$ cat config.mk
export PLATFORM = sky130hd
export DESIGN_NAME = regfile_write_scheduler
export DESIGN_NICKNAME = d
export VERILOG_FILES = /design/src/rtl/regfile_write_scheduler_pkg.sv /design/src/rtl/regfile_write_scheduler_wb_rr_arbiter.sv /design/src/rtl/regfile_write_scheduler.sv
export SDC_FILE = /design/constraint.sdc
export NUM_CORES = 1
export LEC_CHECK = 0
export BUFFER_PORTS_ARGS = -buffer_cell sky130_fd_sc_hd__clkbuf_2
export CAP_MARGIN = 20
export CORE_MARGIN = 2
export CORE_UTILIZATION = 43
export CTS_BUF_LIST = sky130_fd_sc_hd__clkbuf_4 sky130_fd_sc_hd__clkbuf_8
export DETAILED_ROUTE_END_ITERATION = 10
export GPL_TIMING_DRIVEN = 0
export PLACE_DENSITY = 0.78
export SLEW_MARGIN = 20
export SYNTH_ARGS = -nofsm -noshare
export SYNTH_HDL_FRONTEND = slang
export SYNTH_SLANG_ARGS = --single-unit
$ cat constraint.sdc
create_clock -name clk -period 1.6 [get_ports clk]
set_input_delay 0.16 -clock clk [delete_from_list [all_inputs] [get_ports clk]]
set_output_delay 0.16 -clock clk [all_outputs]
set_load 0.005 [all_outputs]
$ cat src/rtl/regfile_write_scheduler_pkg.sv
// Shared types and constants for the register file write scheduler.
package regfile_write_scheduler_pkg;

  localparam int unsigned NUM_WB_PORTS_DEFAULT = 2;
  localparam int unsigned NUM_ARCH_REGS        = 32;
  localparam int unsigned XLEN                 = 32;
  localparam int unsigned RS_ADDR_W            = 5;
  // One extra bit so the sweep can tell "issued x31" from "not started"
  localparam int unsigned CLR_CNT_W            = 6;

  typedef logic [RS_ADDR_W-1:0] rs_addr_t;
  typedef logic [XLEN-1:0]      rf_data_t;

  typedef enum logic {
    INIT_CLEAR = 1'b0,
    RUN        = 1'b1
  } wb_sched_state_t;

  // One write presented to the register file port
  typedef struct packed {
    logic     commit;
    rs_addr_t rd_addr;
    rf_data_t data;
  } rf_write_t;

  // Index width that stays legal for a single requester
  function automatic int unsigned idx_width(input int unsigned n);
    return (n > 1) ? $clog2(n) : 1;
  endfunction

endpackage

$ cat src/rtl/regfile_write_scheduler_wb_rr_arbiter.sv
// Combinational round-robin arbiter: first request at or after the pointer wins.
module wb_rr_arbiter #(
  parameter int unsigned NUM_PORTS = 2,
  parameter int unsigned IDX_W     = 1
) (
  input  logic [NUM_PORTS-1:0] req,
  input  logic [IDX_W-1:0]     ptr,
  output logic [NUM_PORTS-1:0] grant_c,
  output logic [IDX_W-1:0]     index_c,
  output logic                 any_c
);

  int unsigned      cand;
  logic [IDX_W-1:0] cand_idx;

  // Scan requesters starting at ptr, wrapping modulo NUM_PORTS
  always_comb begin
    grant_c  = '0;
    index_c  = '0;
    any_c    = 1'b0;
    cand     = 0;
    cand_idx = '0;
    for (int unsigned i = 0; i < NUM_PORTS; i++) begin
      cand = 32'(ptr) + i;
      if (cand >= NUM_PORTS) begin
        cand = cand - NUM_PORTS;
      end
      cand_idx = IDX_W'(cand);
      if (!any_c && req[cand_idx]) begin
        any_c             = 1'b1;
        grant_c[cand_idx] = 1'b1;
        index_c           = cand_idx;
      end
    end
  end

endmodule

$ cat src/rtl/regfile_write_scheduler.sv
// Clears all 32 registers after reset, then shares the register file write
// port round-robin among the writeback requesters, one registered commit per cycle.
module regfile_write_scheduler
  import regfile_write_scheduler_pkg::*;
#(
  parameter int unsigned NUM_WB_PORTS = NUM_WB_PORTS_DEFAULT
) (
  input  logic                         clk,
  input  logic                         rst,
  input  logic [NUM_WB_PORTS-1:0]      wb_valid,
  input  logic [NUM_WB_PORTS-1:0][4:0] wb_rd_addr,
  input  logic [NUM_WB_PORTS-1:0][31:0] wb_data,
  output logic [NUM_WB_PORTS-1:0]      wb_ack,
  output logic [4:0]                   rf_rd_addr,
  output logic [31:0]                  rf_new_data,
  output logic                         rf_commit,
  output logic                         init_done
);

  localparam int unsigned IDX_W = idx_width(NUM_WB_PORTS);

  wb_sched_state_t        state, state_next;
  logic [CLR_CNT_W-1:0]   clr_cnt, clr_cnt_next;
  logic [IDX_W-1:0]       ptr, ptr_next;
  rf_write_t              rf_q, rf_next;
  logic                   init_done_next;

  logic [NUM_WB_PORTS-1:0] gnt;
  logic [IDX_W-1:0]        gnt_idx;
  logic                    gnt_any;
  rs_addr_t                gnt_addr;
  rf_data_t                gnt_data;

  wb_rr_arbiter #(
    .NUM_PORTS (NUM_WB_PORTS),
    .IDX_W     (IDX_W)
  ) u_arb (
    .req     (wb_valid),
    .ptr     (ptr),
    .grant_c (gnt),
    .index_c (gnt_idx),
    .any_c   (gnt_any)
  );

  assign gnt_addr = wb_rd_addr[gnt_idx];
  assign gnt_data = wb_data[gnt_idx];

  // State, sweep counter, pointer and register-file outputs
  always_ff @(posedge clk or negedge rst) begin
    if (!rst) begin
      state     <= INIT_CLEAR;
      clr_cnt   <= '0;
      ptr       <= '0;
      rf_q      <= '0;
      init_done <= 1'b0;
    end else begin
      state     <= state_next;
      clr_cnt   <= clr_cnt_next;
      ptr       <= ptr_next;
      rf_q      <= rf_next;
      init_done <= init_done_next;
    end
  end

  // Next-state, next-output and combinational grant
  always_comb begin
    state_next     = state;
    clr_cnt_next   = clr_cnt;
    ptr_next       = ptr;
    rf_next        = rf_q;
    rf_next.commit = 1'b0;
    wb_ack         = '0;

    unique case (state)
      INIT_CLEAR: begin
        if (clr_cnt < CLR_CNT_W'(NUM_ARCH_REGS)) begin
          rf_next.commit  = 1'b1;
          rf_next.rd_addr = clr_cnt[RS_ADDR_W-1:0];
          rf_next.data    = '0;
          clr_cnt_next    = clr_cnt + CLR_CNT_W'(1);
        end else begin
          state_next = RUN;
        end
      end
      RUN: begin
        if (gnt_any) begin
          wb_ack = gnt;
          if (gnt_idx == IDX_W'(NUM_WB_PORTS - 1)) begin
            ptr_next = '0;
          end else begin
            ptr_next = gnt_idx + IDX_W'(1);
          end
          // x0 writes are consumed but never reach the file
          if (gnt_addr != '0) begin
            rf_next.commit  = 1'b1;
            rf_next.rd_addr = gnt_addr;
            rf_next.data    = gnt_data;
          end
        end
      end
      default: state_next = INIT_CLEAR;
    endcase

    init_done_next = (state_next == RUN);
  end

  assign rf_commit   = rf_q.commit;
  assign rf_rd_addr  = rf_q.rd_addr;
  assign rf_new_data = rf_q.data;

endmodule
## Word-level counts from Yosys, hierarchy flattened

Index checks and enable logic that the tools add are counted.

- Register bits: 46
- Input port bits: 78
- Word-level logic and storage cells: 61

- $add $sub $neg: 5
- Magnitude comparators: 8
- Equal/unequal tests: 3
- Mux-type cells: 29
- Bitwise logic cells: 2
- Reduce and logical (&&, ||, !) cells: 8

Operators with widths:

| kind | count |
|---|---|
| $mux 38 | 3 |
| $pmux 38 s2 | 1 |
| $mux 32 | 2 |
| $mux 1 | 15 |
| $mux 5 | 2 |
| $mux 2 | 4 |
| $add 6x1->6 const B | 1 |
| $lt 1x2->1 const B | 3 |
| $lt 6x6->1 const B | 1 |
| $reduce_bool 5->1 | 1 |
| $ne 2x1->1 const B | 2 |
| $reduce_and 2->1 | 2 |
| $logic_and 1x1->1 | 3 |
| $reduce_and 3->1 | 1 |
| $add 1x1->2 const B | 1 |
| $demux 1 s1 | 2 |
| $ge 1x1->1 const B | 2 |
| $ge 1x2->1 const B | 1 |
| $ge 2x2->1 const B | 1 |
| $ne 2x2->1 const B | 1 |
| $or 2x2->2 | 1 |
| $sub 1x1->1 const B | 2 |
| $add 1x1->1 const B | 1 |
| $logic_not 1->1 | 1 |
| $not 1->1 | 1 |

## Longest topological paths before layout

Gate-level depths: netlist of run 1.

- Depth in word-level cells: 14
- Mapped depth: 7

## Hierarchy

From an unflattened synthesis of run 1, not the netlist that was laid out.

- Cells, all modules: 210
- Area, all modules: 2331.0 µm²

Modules (own cells, without submodules):

| module | times used | cells each | area each (µm²) | seq. area each (µm²) |
|---|---|---|---|---|
| regfile_write_scheduler | 1 | 205 | 2298.5 | 1151.1 |
| wb_rr_arbiter | 1 | 5 | 32.5 | 0.0 |

## Least setup slack after synthesis of run 1

No wires, ideal clock.

- Kind: register -> register
- Start point: register ptr
- End point: register rf_q (netlist bit rf_new_data[0])
- Setup time: 126 ps
- Data arrival time: 1415 ps
- Required time: 1474 ps
- Slack: 59 ps
- Stages on the path, launching flop included: 7
- Clock period less this slack: 1541 ps
- Cells stage by stage: dfrtp_1 > nand2b_1 > clkbuf_1 > nand2_2 > buf_2 > mux2i_1 > mux2i_1

- Longest elaborated chain between the ends: 13
- Elaborated cells on any way between the ends: 28
- Those cells by class: 3 x add/sub; 2 x order compare; 2 x eq/ne; 17 x mux; 4 x reduce/logical

Ends and longest elaborated chain:

| what | RTL line | text |
|---|---|---|
| from (decl) | regfile_write_scheduler.sv:24 | `logic [IDX_W-1:0] ptr, ptr_next;` |
| from (signal assigned) | regfile_write_scheduler.sv:59 | `ptr <= ptr_next;` |
| $ge 1x2->1 / $sub 1x1->1 (equally long branches) | regfile_write_scheduler_wb_rr_arbiter.sv:25, regfile_write_scheduler_wb_rr_arbiter.sv:26 |  |
| $mux 1 | regfile_write_scheduler_wb_rr_arbiter.sv:25 | `if (cand >= NUM_PORTS) begin` |
| $mux 1 (implied by the code) (2 in series) | regfile_write_scheduler_wb_rr_arbiter.sv:29 | `if (!any_c && req[cand_idx]) begin` |
| $mux 1 | regfile_write_scheduler_wb_rr_arbiter.sv:29 |  |
| $logic_not 1->1 | regfile_write_scheduler_wb_rr_arbiter.sv:29 |  |
| $logic_and 1x1->1 | regfile_write_scheduler_wb_rr_arbiter.sv:29 |  |
| $mux 1 | regfile_write_scheduler_wb_rr_arbiter.sv:29 |  |
| $mux 5 (implied by the code) / $mux 32 (equally long branches) (2 in series) | regfile_write_scheduler.sv:45, regfile_write_scheduler.sv:46 |  |
| $reduce_bool 5->1 / $mux 38 (equally long branches) | regfile_write_scheduler.sv:94 | `if (gnt_addr != '0) begin` |
| $ne 2x1->1 (no line) / $mux 38 (equally long branches) | - |  |
| $reduce_and 3->1 (no line) / $pmux 38 s2 (equally long branches) | - |  |
| to (signal assigned) | regfile_write_scheduler.sv:60 | `rf_q <= rf_next;` |
| to (decl) | regfile_write_scheduler.sv:25 | `rf_write_t rf_q, rf_next;` |

Parallel ways exist; a longest one is shown, timed or not. The select of a mux whose other input is x is not followed.
A chain may end at the register's enable or synchronous reset.

## Final worst setup path of run 1

- Start point: register ptr
- End point: register rf_q (netlist bit rf_new_data[6])

Same word-level chain as after synthesis.

==> metrics.txt, run 1 <==
proportion of layout cells with a drive suffix above 1 0.4398; MaxCap Viol Count 0; Synth async-reset ratio 1.000; I/O Buffers 118; Root Driver clkbuf_8; gpl congestion 0.8721; post-placement cell area 3120 um2; dpl hpwl 4370 um; Max Slew Vio Count 0; Final nets 436; hold_sp wb_data[62]; skew final 8.935 ps; Die Y 79.29 um; Vias/cell 5.047; Metal-1 WL 2502 um; drt first pass iters 4; first-pass GRT wire length 9280 um; WHS Endpoint rf_new_data[30]; crit start category flop; H-tree levels 2; Synth Area in Compound Gates 0.06982; worst skew pair latency 290 ps; Storage cell area 1154 um2; total gr overflow 0; met2 WL post-DR 2990 um; CTS Sinks 46; largest family of logic cells by synthesized area multiplexers; Setup WS post-layout 46.67 ps; FP Rows 27; DR WL met3 408 um; Synth area leaders dfrtp_1, mux2i_1, nand2_1, buf_6, xnor2_1; chip width 79.29 um; drt drc 0; unrepaired setup endpoints after global routing true; Longest Clk Path Bufs 2; Max IR drop VDD 422.3 uV; Initial Utilization 0.4426; Worst-Margin Slew 619.0 ps; critical path capture point type flop; Adder-Cell Fraction of Synth Area 0.005133; status finished clean; Critical Path AT 1730 ps; post-DR wirelength/cell 13.99 um; slew margin rel. 0.5873; iteration-0 DRC count of the detailed router 176; Final setup violation count 0; worst hold-check path type in2reg; Synth Area in Simple Gates 0.1304; footprint of the multi-input gates 1239 um2; FF-to-FF End rf_new_data[6]; Synth area leader dfrtp_1; Power Dens Cells 811.2 nW/um2; leading register cell type out of synthesis dfrtp_1; XOR/XNOR Fraction of Synth Area 0.01437; Final Cycle Share 0.9708; Worst Path Class, Setup reg2reg; die area 6286 um2; Leakage 1.946 nW; All-Layer GR Usage 0.1893; number of synthesized register bits 46; I/O pin cnt 119; Mapped Area 2437 um2; Routed WL 6000 um; Max Freq 643.8 MHz; top sig layer met4; register area share after synthesis 0.4723; largest net degree at the start of global routing 47; cells on worst reg2reg path 6; Post-synth EDFFs 0; area of the core 5507 um2; design area 3341 um2; synthesized instance count 223; initial antenna violation count 0; r2r setup slk 50 ps; CTS tree done; TritonCTS buffer count 5; Worst-path clk slew 80 ps; Worst Hold Depth 3; crit path max fanout 10; n_diodes 0; Synth top area share 0.4723; final-layout fill cell count 485; final count of hold timing violations 0; syn_area_per_cell 10.93 um2; syn nets 302; routed vias 2165; antenna viol nets, final 0; pre-CTS WS -251.6 ps; worst reg2reg path startpoint ptr; worst path required time 1780 ps; post-synth cell types 38; vias in the first global route 2004; Layout area overhead 37.06%; mux cell area share after synthesis 0.2710; Final Critical Period 1553 ps; Yosys Warn Count 0
## routing by layer
| metal | vias up | GRT usage |
|---|---|---|
| met3 | 12 | 0.04886 |
| met2 | 91 | 0.3280 |
| met1 | 1004 | 0.2305 |
| met5 | - | 0 |
| met4 | 0 | 0.05862 |
| li1 | 1058 | - |
## cell usage in the layout (no fill, tap or decap), types with 2 or more instances in the layout
cell      count
dfrtp_1      44
buf_4         9
nand3_1       3
clkbuf_2    117
nor3_1        2
dfrtp_2       2
mux2i_1      66
nand4_1       2
or2_1         2
xnor2_1       4
a21o_1        3
o21ai_0       5
nand2_1      41
clkbuf_1      4
clkbuf_4      3
inv_2         2
nor2_1        5
buf_6         4
clkbuf_8      5
o211ai_2      2
a21oi_1       3
## synthesized netlist by cell type (all sizes together), types with 2 or more instances
cell type and number:
a21o 3, a21oi 3, buf 8, clkbuf 5
dfrtp 46, inv 2, mux2i 66, nand2 42
nand3 3, nand4 2, nor2 7, nor2b 2
nor3 3, nor4 2, o211ai 3, o21ai 6
or2 2, or4 2, xnor2 4
## registers in the layout, indices dropped and copies added, names as in the netlist
signal	cells
ptr	1
rf_new_data	32
rf_commit	1
clr_cnt	6
state	1
rf_rd_addr	5
## final cells by class
class / count / area share
clock inverter: 1 / 0.002247
tap: 72 / 0.02697
clock buffer: 6 / 0.02285
inverter: 2 / 0.002247
multi-input combinational: 162 / 0.3708
buffer: 12 / 0.02884
timing repair buffer: 128 / 0.2007
sequential: 46 / 0.3453
## how the worst max path moves through the flow
stage	slack [ps]	endpoint	start	cells past startpoint
after floorplan	60	rf_new_data[0]	ptr	6
after global placement	-210	rf_new_data[21]	ptr	6
after detailed placement	-250	rf_new_data[6]	ptr	6
after CTS	20	wb_ack[1]	ptr	5
after global routing	-10	rf_new_data[6]	ptr	6
final	50	rf_new_data[6]	ptr	6
## cell families (layout without fill, tap and decap cells)
group / after synthesis / count (layout)
buf+inv: 15 / 149
compound gates: 23 / 23
flops: 46 / 46
simple gates: 68 / 68
xor+xnor: 4 / 4
fa+ha+maj: 1 / 1
mux: 66 / 66
## critical path, cell delays in order, from the launching register on
cell and delay (ps):
dfrtp_2 440, nand2b_4 170, a211oi_2 290, nor3_2 80, buf_6 160, buf_6 160
mux2i_1 130
## repair_timing
item	CTS	global route
pin swaps	1	1
setup endpoints to repair	40	39
gates resized for setup	12	5
setup buffers	5	4
hold endpoints to repair	46	0
hold buffers	1	0
## metrics by stage
stage / setup TNS (ps) / hold slack, ps / total power [mW] / cells / util
final: 0 / 149.6 / 2.710 / 429 / 0.6067
after global routing: -66.00 / 136.9 / 2.875 / 429 / 0.6067
after CTS: 0 / 144.6 / 2.732 / 425 / 0.5974
after detailed placement: -7430 / 252.6 / 2.009 / 413 / 0.5667
after global placement: -6494 / 427.8 / 1.986 / 413 / 0.5662
after floorplan: 0 / -135.6 / 1.690 / 223 / -
## where the power goes
| group | leakage [nW] | switching [mW] | total, mW | internal, mW |
|---|---|---|---|---|
| clock | 0.0407 | 0.372 | 0.689 | 0.317 |
| sequential | 0.541 | 0.0746 | 1.36 | 1.29 |
| combinational | 1.37 | 0.305 | 0.659 | 0.354 |
| total | 1.95 | 0.751 | 2.71 | 1.96 |
Power figures use the tool's default switching activity.
==> run 2: changes to the inputs <==
- BUFFER_PORTS_ARGS: -buffer_cell sky130_fd_sc_hd__clkbuf_2 -> unset
- CORE_UTILIZATION: 43 -> 40
- DONT_BUFFER_PORTS: unset -> 1
- PLACE_DENSITY: 0.78 -> unset
==> run 2 against run 1 <==
  * Sequential power about the same
  * Register-to-register slack improved by 30 ps
  * Via count is 20% lower
  * Combinational power down 35%
  * Critical path type is now reg2out
  * Largest cell class unchanged
  * Largest power group unchanged
==> metrics.txt, run 2 (synthesis results as in run 1) <==
status finished clean; Max IR drop VDD 406.9 uV; drt drc 0; Final setup violation count 0; Final Critical Period 1534 ps; top sig layer met4; Leakage 1.475 nW; crit path max fanout 9; critical path capture point type primary output; final count of hold timing violations 0; die area 6734 um2; iteration-0 DRC count of the detailed router 75; I/O Buffers 0; most common cell after layout, fill and taps aside mux2i_1; worst hold-check path type in2reg; Vias/cell 5.525; worst path required time 1440 ps; TritonCTS buffer count 5; gpl congestion 0.8295; Slowest cell on crit path dfrtp_1; n_diodes 0; max reg flops 32; H-tree levels 2; final core occ 0.4696; Worst-Margin Slew 476.1 ps; Critical Path AT 1370 ps; met2 WL post-DR 2764 um; worst hold slack 69.95 ps; worst skew pair latency 290 ps; Max Slew Vio Count 0; vias in the first global route 1653; first-pass GRT wire length 8086 um; FP Rows 28; Longest Clk Path Bufs 2; Worst-path clk slew 80 ps; I/O pin cnt 119; MaxCap Viol Count 0; drt first pass iters 4; Max Freq 651.8 MHz; Power, Total 2.523 mW; CTS tree done; CP max stage delay 420 ps; largest net degree at the start of global routing 47; Worst Path Class, Setup reg2out; setup TNS 0 ps; crit start category flop; DR WL met3 477 um; Metal-1 WL 2257 um; All-Layer GR Usage 0.1597; Initial Utilization 0.4117; CTS Sinks 46; Routed WL 5562 um; skew final 4.476 ps; chip width 82.06 um; antenna viol nets, final 0; Final nets 318; most frequent cells in the layout mux2i_1, dfrtp_1, nand2_1; Final Cycle Share 0.9589; slew margin rel. 0.6826; Power Dens Cells 907.3 nW/um2; final-layout fill cell count 561; CP Cell Sequence nand2b_4 > nand2_4 > buf_12 > nor2_2; initial antenna violation count 0; post-DR wirelength/cell 17.71 um; unrepaired setup endpoints after global routing true; Layout area overhead 14.07%; total gr overflow 0; Root Driver clkbuf_8; dpl hpwl 3952 um; Storage cell area 1152 um2; routed vias 1735; area of the core 5921 um2; proportion of layout cells with a drive suffix above 1 0.1674; footprint of the multi-input gates 1231 um2; Die Y 82.06 um
run 2: per-layer routing:
metal,vias up,global-route usage
met1,837,0.2063
met5,-,0
met3,5,0.04615
li1,821,-
met4,0,0.05667
met2,72,0.2553
run 2: path summary, 6_finish.rpt:
kind                                   from         endpoint  slack [ps]  depth (start not counted)
worst max-delay path                    ptr        wb_ack[1]          70                          4
worst min-delay path            wb_data[40]   rf_new_data[8]          70                          2
worst max register to register          ptr  rf_new_data[20]          80                          6
worst min register to register   clr_cnt[4]       clr_cnt[4]         530                          1
max in group asynchronous               rst            state        1020                          2
min in group asynchronous               rst       clr_cnt[3]         370                          2
run 2: metrics by stage:
step,setup slack (ps),area [um2],cells
after detailed placement,-235.8,2531,298
after floorplan,58.72,2437,223
after global routing,-24.81,2780,314
after global placement,-230.2,2531,298
after CTS,4.421,2701,308
final,65.71,2780,314
run 2: where the power goes:
group | total, mW | leakage [nW] | internal, mW | switching [mW]
sequential | 1.39 | 0.541 | 1.29 | 0.106
combinational | 0.428 | 0.893 | 0.219 | 0.210
clock | 0.700 | 0.0407 | 0.317 | 0.382
total | 2.52 | 1.48 | 1.82 | 0.698
run 2: area by class of cell:
type / instances / area share
plain buffers: 12 / 0.03645
clock buffers: 6 / 0.02745
clock inverters: 1 / 0.002700
inverters: 2 / 0.002700
multi-input cells: 162 / 0.4428
flip-flops and latches: 46 / 0.4145
well taps: 75 / 0.03375
repair buffers: 10 / 0.03960
run 2: critical path, delay by kind of cell (launching register included):
family                 cells  cell delay, ps
DFF                        1             420
and+or+nand+nor            3             460
buffers and inverters      1             200
run 2: repair_timing:
action / in CTS / in global routing
resized for setup: 12 / 8
hold endpoints to repair: 46 / 0
buffers inserted: 2 / 6
setup endpoints to repair: 41 / 39
hold buffers: 2 / 0
==> run 3: changes to the inputs <==
- PLACE_DENSITY_LB_ADDON: unset -> 0.08
==> run 3 against run 2 <==
  * Largest power group unchanged
  * Critical path depth stayed put
  * Register-to-register slack worse by 20 ps
  * Highest routed layer unchanged
  * Utilization up 0.57 points
==> metrics.txt, run 3 (synthesis results as in run 1) <==
Final nets 315; chip width 82.06 um; worst skew pair latency 290 ps; final core occ 0.4753; CTS Sinks 46; All-Layer GR Usage 0.1619; final-layout fill cell count 562; design area 2814 um2; Final Critical Period 1551 ps; FP Rows 28; most common cell after layout, fill and taps aside mux2i_1; post-DR wirelength/cell 17.83 um; Max Freq 644.6 MHz; setup TNS 0 ps; Worst-Margin Slew 591.7 ps; drt drc 0; pre-CTS WS -261.9 ps; Worst Path Class, Setup reg2out; Vias/cell 5.548; Root Driver clkbuf_8; TritonCTS buffer count 5; most frequent cells in the layout mux2i_1, dfrtp_1, nand2_1; I/O Buffers 0; n_diodes 0; Critical Path AT 1390 ps; worst hold slack 69.40 ps; proportion of layout cells with a drive suffix above 1 0.1561; skew final 3.267 ps; final non-filler cell total 312; crit start category flop; area of the core 5921 um2; antenna viol nets, final 0; initial antenna violation count 0; Slowest cell on crit path dfrtp_1; MaxCap Viol Count 0; Worst-path clk slew 80 ps; routed vias 1731; CP max stage delay 430 ps; Power, Total 2.708 mW; drt first pass iters 4; Routed WL 5563 um; Power Dens Cells 962.2 nW/um2; post-placement cell area 2531 um2; Initial Utilization 0.4117; final count of hold timing violations 0; slew margin rel. 0.6055; Top delay family on crit path simple AND/OR/NAND/NOR gates; first-pass GRT wire length 8169 um; worst path required time 1440 ps; die area 6734 um2; largest net degree at the start of global routing 47; Setup WS post-layout 48.75 ps; Max Slew Vio Count 0; worst hold-check path type in2reg; Leakage 1.483 nW; Max IR drop VDD 425.5 uV; critical path capture point type primary output; CTS tree done; Longest Clk Path Bufs 2; iteration-0 DRC count of the detailed router 103; Final Cycle Share 0.9695; Post-Place Cells 298; Die Y 82.06 um; gpl congestion 0.8562; Final setup violation count 0; crit path max fanout 9; max reg flops 32; unrepaired setup endpoints after global routing true; I/O pin cnt 119; H-tree levels 2; Layout area overhead 15.45%; dpl hpwl 3997 um; vias in the first global route 1592; Buf/Inv on CP 1; status finished clean; CP Cell Sequence nand2b_4 > nand2_8 > buf_12 > nor2_2; total gr overflow 0
## run 3: cell count changes in the layout (fill, tap and decap cells not counted), sizes merged
cell and delta:
bufinv +1, buf -2, clkinvlp -1
## run 3: final cells by class
type	count	area (um2)	area share
multi-input combinational	162	1247	0.4433
sequential	46	1152	0.4095
buffer	12	111.4	0.03957
tap	75	93.84	0.03335
timing repair buffer	7	87.58	0.03112
clock buffer	7	83.83	0.02979
clock inverter	1	30.03	0.01067
inverter	2	7.507	0.002668
## run 3: layer usage
| layer | GRT usage | up-vias | part of all wire |
|---|---|---|---|
| li1 | - | 816 | - |
| met2 | 0.2317 | 92 | 0.45 |
| met1 | 0.2243 | 812 | 0.43 |
| met5 | 0 | - | 0 |
| met3 | 0.05604 | 11 | 0.10 |
| met4 | 0.06167 | 0 | 0.016 |
## run 3: where the power goes
part	internal [mW]	leakage, nW	switching, mW
clock	0.502	0.0593	0.379
combinational	0.218	0.882	0.211
sequential	1.29	0.541	0.109
total	2.01	1.48	0.699
## run 3: worst paths after layout
kind                             start               to  slack (ps)  cells after the start
max                                ptr        wb_ack[1]          50                      4
min                        wb_data[63]  rf_new_data[31]          70                      2
max reg2reg                        ptr  rf_new_data[17]          60                      6
min reg2reg                 clr_cnt[4]       clr_cnt[4]         510                      1
max in group asynchronous          rst            state        1020                      2
min in group asynchronous          rst  rf_new_data[11]         370                      2
## run 3: timing repair
action                                  CTS  global route
endpoints found under the hold margin    46             0
setup buffers                             1             4
resized for setup                        12            14
pin swaps                                 1             1
hold buffers                              2             0
endpoints found under the setup margin   42            33
